**config.mk**
```make
export PLATFORM = sky130hd
export DESIGN_NAME = inst_fetch
export DESIGN_NICKNAME = d
export VERILOG_FILES = /design/src/rtl/inst_fetch_pkg.sv /design/src/rtl/inst_fetch.sv
export SDC_FILE = /design/constraint.sdc
export NUM_CORES = 1
export LEC_CHECK = 0
export ABC_CLOCK_PERIOD_IN_PS = 4200
export CORE_MARGIN = 8
export CORE_UTILIZATION = 25
export DETAILED_ROUTE_END_ITERATION = 10
export GPL_TIMING_DRIVEN = 1
export SYNTH_ARGS = -nofsm -noshare
export SYNTH_HDL_FRONTEND = slang
export SYNTH_SLANG_ARGS = --single-unit
```
**constraint.sdc**
```tcl
create_clock -name clk -period 4.2 [get_ports clk]
set_input_delay 0.63 -clock clk [delete_from_list [all_inputs] [get_ports clk]]
set_output_delay 0.63 -clock clk [all_outputs]
set_load 0.02 [all_outputs]
```
**src/rtl/inst_fetch_pkg.sv**
```systemverilog
// -----------------------------------------------------------------------------
// inst_fetch_pkg
// Shared defines for the fetch stage and its neighbours: the stall-bus width
// and codes used by the stall controller, plus the instruction address and
// instruction bus widths. FSM encodings are kept local to each module.
// -----------------------------------------------------------------------------
package inst_fetch_pkg;

  localparam int StallBusW    = 2;
  localparam int InstAddrBusW = 32;
  localparam int InstBusW     = 32;

  // Stall codes driven by the stall controller.
  localparam logic [StallBusW-1:0] STALL_PASS = 2'b00;
  localparam logic [StallBusW-1:0] STALL_HOLD = 2'b01;
  localparam logic [StallBusW-1:0] STALL_BUBB = 2'b10;

endpackage : inst_fetch_pkg

```
**src/rtl/inst_fetch.sv**
```systemverilog
// -----------------------------------------------------------------------------
// inst_fetch
// Instruction fetch stage over a byte-wide memory. It reads four consecutive
// bytes starting at the PC, assembles them little-endian into a 32-bit
// instruction, and presents the instruction to the IF/ID register until the
// stall controller lets it pass. A jump redirects the PC at any time and
// discards whatever fetch was in progress.
//
// Ports
//   clk        system clock, all state updates on its rising edge
//   rst        synchronous active-low reset
//   stall      IF-stage stall code (Pass/Hold/Bubb); only looked at in READY
//   jump_en    one-cycle redirect request, wins over stall and completion
//   jump_addr  redirect target PC
//   mem_din    read byte, valid one cycle after the matching mem_rd_en
//   mem_rd_en  byte read strobe
//   mem_addr   byte read address (driven to 0 while mem_rd_en is low)
//   pc_o       PC of the presented instruction
//   inst_o     assembled instruction
//   inst_valid inst_o/pc_o hold a complete instruction
//   stall_req  fetch in progress, IF/ID must not be passed
// -----------------------------------------------------------------------------
module inst_fetch
  import inst_fetch_pkg::*;
#(
  parameter logic [InstAddrBusW-1:0] RESET_PC = 32'h0000_0000
) (
  input  logic                    clk,
  input  logic                    rst,
  input  logic [StallBusW-1:0]    stall,
  input  logic                    jump_en,
  input  logic [31:0]             jump_addr,
  input  logic [7:0]              mem_din,
  output logic                    mem_rd_en,
  output logic [31:0]             mem_addr,
  output logic [InstAddrBusW-1:0] pc_o,
  output logic [InstBusW-1:0]     inst_o,
  output logic                    inst_valid,
  output logic                    stall_req
);

  // S_IDLE only exists while reset is held: every output stays 0 there, and
  // the first cycle after reset releases is always the FETCH entry cycle.
  typedef enum logic [1:0] {
    S_IDLE,
    S_FETCH,
    S_READY
  } state_e;

  localparam logic [2:0] ISSUE_DONE = 3'd4;

  state_e                  state_q,     state_d;
  logic [InstAddrBusW-1:0] pc_q,        pc_d;        // address being fetched
  logic [InstAddrBusW-1:0] pc_out_q,    pc_out_d;    // address of presented inst
  logic [InstBusW-1:0]     inst_q,      inst_d;
  logic [2:0]              issue_cnt_q, issue_cnt_d; // reads issued, 0..4
  logic [1:0]              lane_cnt_q,  lane_cnt_d;  // bytes captured, 0..3
  logic                    pending_q,   pending_d;   // a read is in flight

  always_comb begin
    // NOTE: every next-state variable and output takes a default before any
    // branch, so no path through this block can infer a latch.
    state_d     = state_q;
    pc_d        = pc_q;
    pc_out_d    = pc_out_q;
    inst_d      = inst_q;
    issue_cnt_d = issue_cnt_q;
    lane_cnt_d  = lane_cnt_q;
    mem_rd_en   = 1'b0;
    mem_addr    = '0;
    stall_req   = 1'b0;
    inst_valid  = 1'b0;

    case (state_q)
      S_IDLE: begin
        state_d = S_FETCH;
      end

      S_FETCH: begin
        stall_req = 1'b1;
        // Issue side: one byte per cycle until four reads are out.
        if (issue_cnt_q != ISSUE_DONE) begin
          mem_rd_en   = 1'b1;
          mem_addr    = pc_q + {29'd0, issue_cnt_q};
          issue_cnt_d = issue_cnt_q + 3'd1;
        end
        // Capture side: runs one cycle behind issue, gated by the pending
        // bit so data for a read cancelled by a jump or reset never lands.
        if (pending_q) begin
          inst_d[{lane_cnt_q, 3'b000} +: 8] = mem_din;
          lane_cnt_d                        = lane_cnt_q + 2'd1;
          if (lane_cnt_q == 2'd3) begin
            state_d  = S_READY;
            pc_out_d = pc_q;
          end
        end
      end

      S_READY: begin
        inst_valid = 1'b1;
        if (stall == STALL_PASS) begin
          state_d     = S_FETCH;
          pc_d        = pc_q + 32'd4;
          issue_cnt_d = '0;
          lane_cnt_d  = '0;
        end
      end

      default: begin
        state_d = S_IDLE;
      end
    endcase

    pending_d = mem_rd_en;

    // A redirect overrides everything above, including a completing fetch
    // and a Pass in READY; the presented PC is left as it was.
    if (jump_en) begin
      state_d     = S_FETCH;
      pc_d        = jump_addr;
      pc_out_d    = pc_out_q;
      issue_cnt_d = '0;
      lane_cnt_d  = '0;
      pending_d   = 1'b0;
    end
  end

  always_ff @(posedge clk) begin
    // NOTE: non-blocking assignments make every register sample the
    // pre-edge values, independent of statement order.
    if (!rst) begin
      state_q     <= S_IDLE;
      pc_q        <= RESET_PC;
      pc_out_q    <= '0;
      inst_q      <= '0;
      issue_cnt_q <= '0;
      lane_cnt_q  <= '0;
      pending_q   <= 1'b0;
    end else begin
      state_q     <= state_d;
      pc_q        <= pc_d;
      pc_out_q    <= pc_out_d;
      inst_q      <= inst_d;
      issue_cnt_q <= issue_cnt_d;
      lane_cnt_q  <= lane_cnt_d;
      pending_q   <= pending_d;
    end
  end

  assign pc_o   = pc_out_q;
  assign inst_o = inst_q;

endmodule : inst_fetch

```
Word level (Yosys, flattened, before mapping)
Cells that the tools add are included. Widths: inputs -> output; s select.

Register bits after elaboration: 104. Output and inout bits: 99.

Add/subtract/negate cells: 5. Eq/ne operators: 11. Shift-type cells: 2. Muxes and demuxes: 21. Bitwise gates (word level): 2. Reduce and logical (&&, ||, !) cells: 13.

Operators by type and width (count): $mux 32 (5); $add 32x3->32 (1); $add 32x3->32 const B (1); $bwmux 32 (1); $shift 8x7->32 const A (1); $shiftx 8x7->32 (1); $ne 3x3->1 const B (4); $reduce_and 3->1 (4); $mux 2 (5); $ne 2x2->1 const B (4); $neg 5->7 (1); $mux 3 (2); $pmux 2 s3 (1); $pmux 3 s2 (1); $reduce_bool 2->1 (3); $mux 1 (5); $eq 2x2->1 const B (2); $logic_not 2->1 (2); $pmux 2 s2 (1); $reduce_and 2->1 (2); $reduce_and 4->1 (1); $add 3x1->3 const B (1); $add 2x1->2 const B (1); $eq 2x1->1 const B (1); other kinds (2) (3).

Depth between registers and ports, before layout
Word-level depth: 5. Gate-level depth with buffers: 9. Depth with buffers taken out: 8.

Worst setup path after synthesis
OpenSTA, ideal clock, no wires.

Path kind: reg2out. Start point: reg issue_cnt_q[0]. End point: out mem_addr[18]. Arrival time: 2.161 ns. Required time: 3.570 ns. Path slack: 1.409 ns. Cell stages (with the launch flop): 9. Path buffers: 1. Cells stage by stage: dfxtp_1 -> ha_1 -> inv_1 -> fa_1 -> nor2b_1 -> o2111ai_1 -> clkbuf_1 -> or3_1 -> a21oi_1.

Word-level cells in the longest chain between the ends: 3.

Ends and longest elaborated chain: start: declaration (line inst_fetch.sv:56) `logic [2:0] issue_cnt_q, issue_cnt_d;`; start signal: assignment (line inst_fetch.sv:144) `issue_cnt_q <= issue_cnt_d;`; $add 32x3->32 or $ne 3x3->1 (tied branches) (line inst_fetch.sv:84, inst_fetch.sv:82); $mux 32 * (line inst_fetch.sv:82) `if (issue_cnt_q != ISSUE_DONE) begin`; $mux 32 * (line inst_fetch.sv:74) `case (state_q)`; end: declaration (line inst_fetch.sv:35) `output logic [31:0] mem_addr,`.

Mark *: on every way between the ends. The rest lies on a longest branch, timed or not.

Worst setup path in the final report
Start point: reg pc_q[7]. End point: out mem_addr[31].

Word-level cells in the longest chain between the ends: 3.

Ends and longest elaborated chain: start: declaration (line inst_fetch.sv:53) `logic [InstAddrBusW-1:0] pc_q, pc_d;`; start signal: assignment (line inst_fetch.sv:141) `pc_q <= pc_d;`; $add 32x3->32 (line inst_fetch.sv:84) `mem_addr = pc_q + {29'd0, issue_cnt_q};`; $mux 32 (line inst_fetch.sv:82); $mux 32 (line inst_fetch.sv:74).

No other way between the ends.

==> impl_metrics.env <==
export IMPL_outcome="finished clean"
export IMPL_synthTopCellsByArea="dfxtp_1 (38%), a21boi_0 (8.8%), nand2_1 (8.5%)"
export IMPL_cpPeakStageDelay_ns=0.69
export IMPL_worst_setup_path_type="reg2out"
export IMPL_crit_buf_inv=1
export IMPL_hold_buffers=0
export IMPL_syn2layout_area_growth_pct=34.5
export IMPL_tritoncts="done"
export IMPL_drc=0
export IMPL_place_hpwl_um=13900
export IMPL_p_int_mw=1.54
export IMPL_ant_nets=0
export IMPL_dp_cells=1064
export IMPL_avgRoutedWirePerCell_um=17.2
export IMPL_dieArea_um2=26800
export IMPL_rrSetupSlack_ns=1.92
export IMPL_totalPowerFinal_mw=2.14
export IMPL_syn_avg_cell_area_um2=7.97
export IMPL_yosysSeqAreaShare_pct=38.1
export IMPL_power_share_switching_pct=27.7
export IMPL_num_vias=5197
export IMPL_critPathMaxFanout=9
export IMPL_dr_pass1_iters=5
export IMPL_finalCritPeriodShare_pct=93.9
export IMPL_slowest_stage="clkdlybuf4s50_1"
export IMPL_clockPowerShare_pct=40.1
export IMPL_ctsResizeCount=0
export IMPL_crit_top_cell="or3_1"
export IMPL_drtIter0Drc=390
export IMPL_tns_ns=0
export IMPL_synth_edff_count=0
export IMPL_cts_root_buffer="clkbuf_16"
export IMPL_setup_viol=0
export IMPL_async_flop_share_pct=0
export IMPL_max_cap_violations=0
export IMPL_end_kind="output pin"
export IMPL_arrival_ns=3.32
export IMPL_worst_pin_slew_ns=0.966
export IMPL_fillCellCount=2280
export IMPL_fin_cells=1080
export IMPL_insertedDiodeCount=0
export IMPL_synth_top_cell_area_share_pct=38.1
export IMPL_row_count=54
export IMPL_p_seq_share_pct=49.2
export IMPL_drive_above_1_share_pct=4.63
export IMPL_synth_nets=743
export IMPL_rsz0062_at_grt="no"
export IMPL_synth_main_ff_cell="dfxtp_1"
export IMPL_hold_class="reg2reg"
export IMPL_ys_types=48
export IMPL_cts_setup_buffers=0
export IMPL_drt_wl_total_um=18600
export IMPL_slew_headroom_pct=35.5
export IMPL_grt_usage_pct=13.8
export IMPL_initial_core_util_pct=25.2
export IMPL_clock_sinks=104
export IMPL_gp_congestion=0.797
export IMPL_yosys_area_top_type="dfxtp_1"
export IMPL_io_pins=144
export IMPL_ys_ff_latch=104
export IMPL_fmax_mhz=253
export IMPL_coreArea_um2=21600
export IMPL_start_kind="register"
export IMPL_utilization_pct=34.0
export IMPL_nets=853
export IMPL_path_cells="and4_1 > nand3_2 > or3_1 > or3_1 > a21oi_1 > clkdlybuf4s50_1"
export IMPL_final_min_clock_period_ns=3.95
export IMPL_antenna_found_initial=0
export IMPL_synthCells=685
export IMPL_combPwrFrac_pct=10.7
export IMPL_required_ns=3.57
export IMPL_slew_violations=0
export IMPL_cts_made_buffers=9
export IMPL_netlist_area_um2=5460
export IMPL_htreeDepth=3
export IMPL_power_density_nw_per_um2=291
export IMPL_power_switching_mw=0.591
export IMPL_crit_family="simple AND/OR/NAND/NOR gates"
export IMPL_clockBufferDepth=2
export IMPL_ir_worst_vdd_uv=170
export IMPL_path_clk_slew_ns=0.08
export IMPL_portBuffers=143
export IMPL_yosysWarnings=0
export IMPL_clock_skew_ns=0.00717
export IMPL_p_leak_nw=2.34
export IMPL_grt_pass1_wl_um=29200
export IMPL_viasPerCell=4.81
export IMPL_clock_latency_ns=0.36
export IMPL_finalHoldViolCount=0
export IMPL_grt_max_degree=75
export IMPL_die_height_um=164
export IMPL_grt_pass1_vias=5164
export IMPL_grt_ovfl_total=0
export IMPL_fp_dieW_um=164
==> worst paths after layout <==
path,startpoint,end,cells past startpoint
worst min-delay path,inst_o[3],inst_o[3],2
worst min register to register,inst_o[3],inst_o[3],2
worst max-delay path,pc_q[7],mem_addr[31],6
worst max register to register,state_q[0],pc_q[24],5
==> registers in the layout, indices dropped and copies added (netlist names) <==
register     cells
pc_o            32
inst_o          32
issue_cnt_q      3
lane_cnt_q       2
pc_q            32
state_q          2
pending_q        1
==> power groups by stage <==
| stage | registers, mW | logic (mW) | clock network, mW |
|---|---|---|---|
| floorplan | 1.05 | 0.136 | 0 |
| global placement | 1.07 | 0.231 | 0 |
| detailed placement | 1.07 | 0.230 | 0 |
| CTS | 1.05 | 0.231 | 0.879 |
| global route | 1.06 | 0.249 | 0.914 |
| finish | 1.05 | 0.229 | 0.856 |
==> placed cells by master, fill, tap and decap left out, drive strengths merged, types with 2 or more instances in the layout <==
master / instances
o311a: 2
and4: 6
nor3: 19
clkdlybuf4s50: 142
or2b: 2
o21a: 2
inv: 11
nor2: 37
and2: 13
clkbuf: 9
xnor2: 36
nand2b: 2
ha: 12
nor2b: 7
nand4: 11
o21ai: 36
xor2: 15
a21oi: 28
a22oi: 2
clkinv: 4
buf: 12
a21boi: 64
mux2i: 4
dfxtp: 104
or3: 11
nor3b: 4
nor4: 14
nand2: 125
and3: 13
nand3: 45
==> synthesized netlist by cell type (14+ instances only) <==
cell,n
o21ai_0,35
xor2_1,15
a21oi_1,28
dfxtp_1,104
xnor2_1,36
nor2_1,37
nand2_1,124
nor4_1,14
nor3_1,19
clkbuf_1,38
nand3_1,43
a21boi_0,64
==> worst min-delay path: stages, from the launching register on <==
cell and delay (ns):
dfxtp_1 0.31, nand2_1 0.04, a21boi_0 0.06
==> routing by layer <==
layer	track usage, %	routed length [um]	vias to the layer above
met1	17.4	8420	2476
li1	-	-	2561
met3	2.56	814	25
met4	5.83	479	0
met5	0	0	-
met2	22.6	8860	135
==> kinds of logic (layout without fill, tap and decap cells) <==
| kind of cell | count (synthesis) | after routing | synth area share [%] |
|---|---|---|---|
| XOR/XNOR | 51 | 51 | 8.18 |
| multiplexers | 4 | 4 | 0.733 |
| AND/OR/NAND/NOR | 311 | 311 | 27.9 |
| adder cells (fa/ha/maj) | 13 | 13 | 3.12 |
| flip-flops | 104 | 104 | 38.1 |
| AO/OA/AOI/OAI | 139 | 139 | 16.4 |
| buffers and inverters | 63 | 178 | 5.55 |
==> cell type report <==
type | count | area [um2] | area share, %
tap | 280 | 350 | 4.77
inverter | 8 | 30.0 | 0.409
timing repair buffer | 154 | 1510 | 20.5
multi-input combinational | 518 | 3080 | 41.9
clock buffer | 9 | 225 | 3.07
clock inverter | 7 | 71.3 | 0.971
sequential | 104 | 2080 | 28.3
==> metrics by stage <==
step | setup WS (ns) | instance area, um2 | hold slack, ns
2_1_floorplan | 1.41 | 5460 | 0.458
3_3_place_gp | 0.724 | 7050 | 0.450
3_5_place_dp | 0.700 | 7050 | 0.457
4_1_cts | 0.290 | 7340 | 0.466
5_1_grt | 0.0936 | 7340 | 0.482
6_report | 0.255 | 7340 | 0.463
Note: power is estimated with default switching activity, not from simulation.
==> RTL edit (config.mk and constraints unchanged) <==
The package constant `InstBusW` goes from 32 to 64.
--- a/src/rtl/inst_fetch_pkg.sv
+++ b/src/rtl/inst_fetch_pkg.sv
@@ -10,3 +10,3 @@
   localparam int InstAddrBusW = 32;
-  localparam int InstBusW     = 32;
+  localparam int InstBusW     = 64;
 
Ports: changed (resized inst_o); port bits go from 144 to 176. No check against the original RTL was run, so the function may have changed too.
==> RTL edit against the unedited design <==
- clock skew is 0.0013 ns higher
- highest routed layer unchanged
- largest cell class unchanged
- routed wire length rose by 15%
- sequential cell count up 32
- count of clock-buffer cells in the layout is 13 higher
- power grew 43%
- sequential power increased by 30%
- final area rose by 21%
- setup slack worse by 0.0092 ns
- largest power group is now the clock network
- area after synthesis grew 15%
==> RTL edit: results (changes against the unedited design) <==
routing:
  met2_length_um: 9981  # +13%
  drt_iter0_markers: 376  # -3.6%
  first_pass_iters: 4  # -1
  wl_met1_um: 9782  # +16%
  post_drt_wl_per_cell_um: 17.19  # about the same
layout:
  multi_input_area_share: 0.3762  # -0.04273
  buf_share: 0.2045  # -0.0009285
  register_area_mm2: 0.002723  # +31%
  final_nets: 964  # +13%
  clk_share: 0.06321  # +0.02284
  seq_cell_count: 136  # +31%
  num-clock-buffers: 22  # +13
  final_cells: 1246  # +15%
grt:
  grt_max_degree: 90  # +20%
  met2_usage: 0.2258  # about the same
  grt_use_met3: 0.04079  # +0.01523
  antenna_found_initial: 1  # +1
  grtUsageTotal: 0.1395  # +0.001860
critical_path:
  critical_path.max_stage_delay_ns: 0.65  # -0.04 ns
  reg2reg_to: "inst_o[15]$_SDFFE_PN0P_"
  rrSetupSlack_ns: 1.67  # -0.25 ns
  cp_top_family: "compound AO/OA/AOI/OAI gates"
  setup.worst_path.end: "mem_addr[23]"
  crit_start: "pc_q[2]$_SDFFE_PN0P_"
worst_hold_path:
  min_from: "inst_o[63]$_SDFFE_PN0P_"
  hold_path_end: "inst_o[63]$_SDFFE_PN0P_"
  worstHoldPathCells: 1  # -1
synthesis:
  yosysUniqueCellTypes: 46  # -4.2%
  seq_area_frac_synth: 0.4329  # +0.05147
sta:
  slew_headroom: 0.2586  # -0.09627
  period_minus_slack_ns: 3.955  # +0.009226 ns
run_status:
  status: "finished clean"
place:
  place.gp.congestion: 0.7772  # -2.5%
  postPlaceCellArea_mm2: 0.008335  # +18%
clock_tree:
  clk_latency_ns: 0.42  # +0.06 ns
  h-tree-depth: 4  # +1
## RTL edit: cell types whose count changed after synthesis, sizes merged, moves of 6 or more
cell | before | now
dfxtp | 104 | 136
and2 | 13 | 33
a22oi | 2 | 19
nor2b | 7 | 22
xnor2 | 36 | 23
xor2 | 15 | 27
nand3 | 45 | 34
nand4 | 11 | 21
nor4 | 14 | 4
buf | 13 | 4
and3 | 13 | 5
clkbuf | 42 | 48
nor2 | 37 | 43
## RTL edit: cell families after synthesis
group	Yosys count	share of synthesized area
DFF	136	0.4329
muxes	3	0.004774
buffers and inverters	61	0.03720
AOI/OAI and AO/OA	156	0.1617
xor gates and xnor gates	50	0.06962
and+or+nand+nor	331	0.2628
adders and majority gates	15	0.03103
## RTL edit: power breakdown
group / switching, mW / internal (mW) / leakage, nW
Combinational: 0.119 / 0.114 / 1.55
Sequential: 0.0444 / 1.31 / 1.10
Clock: 0.570 / 0.897 / 0.272
Total: 0.733 / 2.33 / 2.92
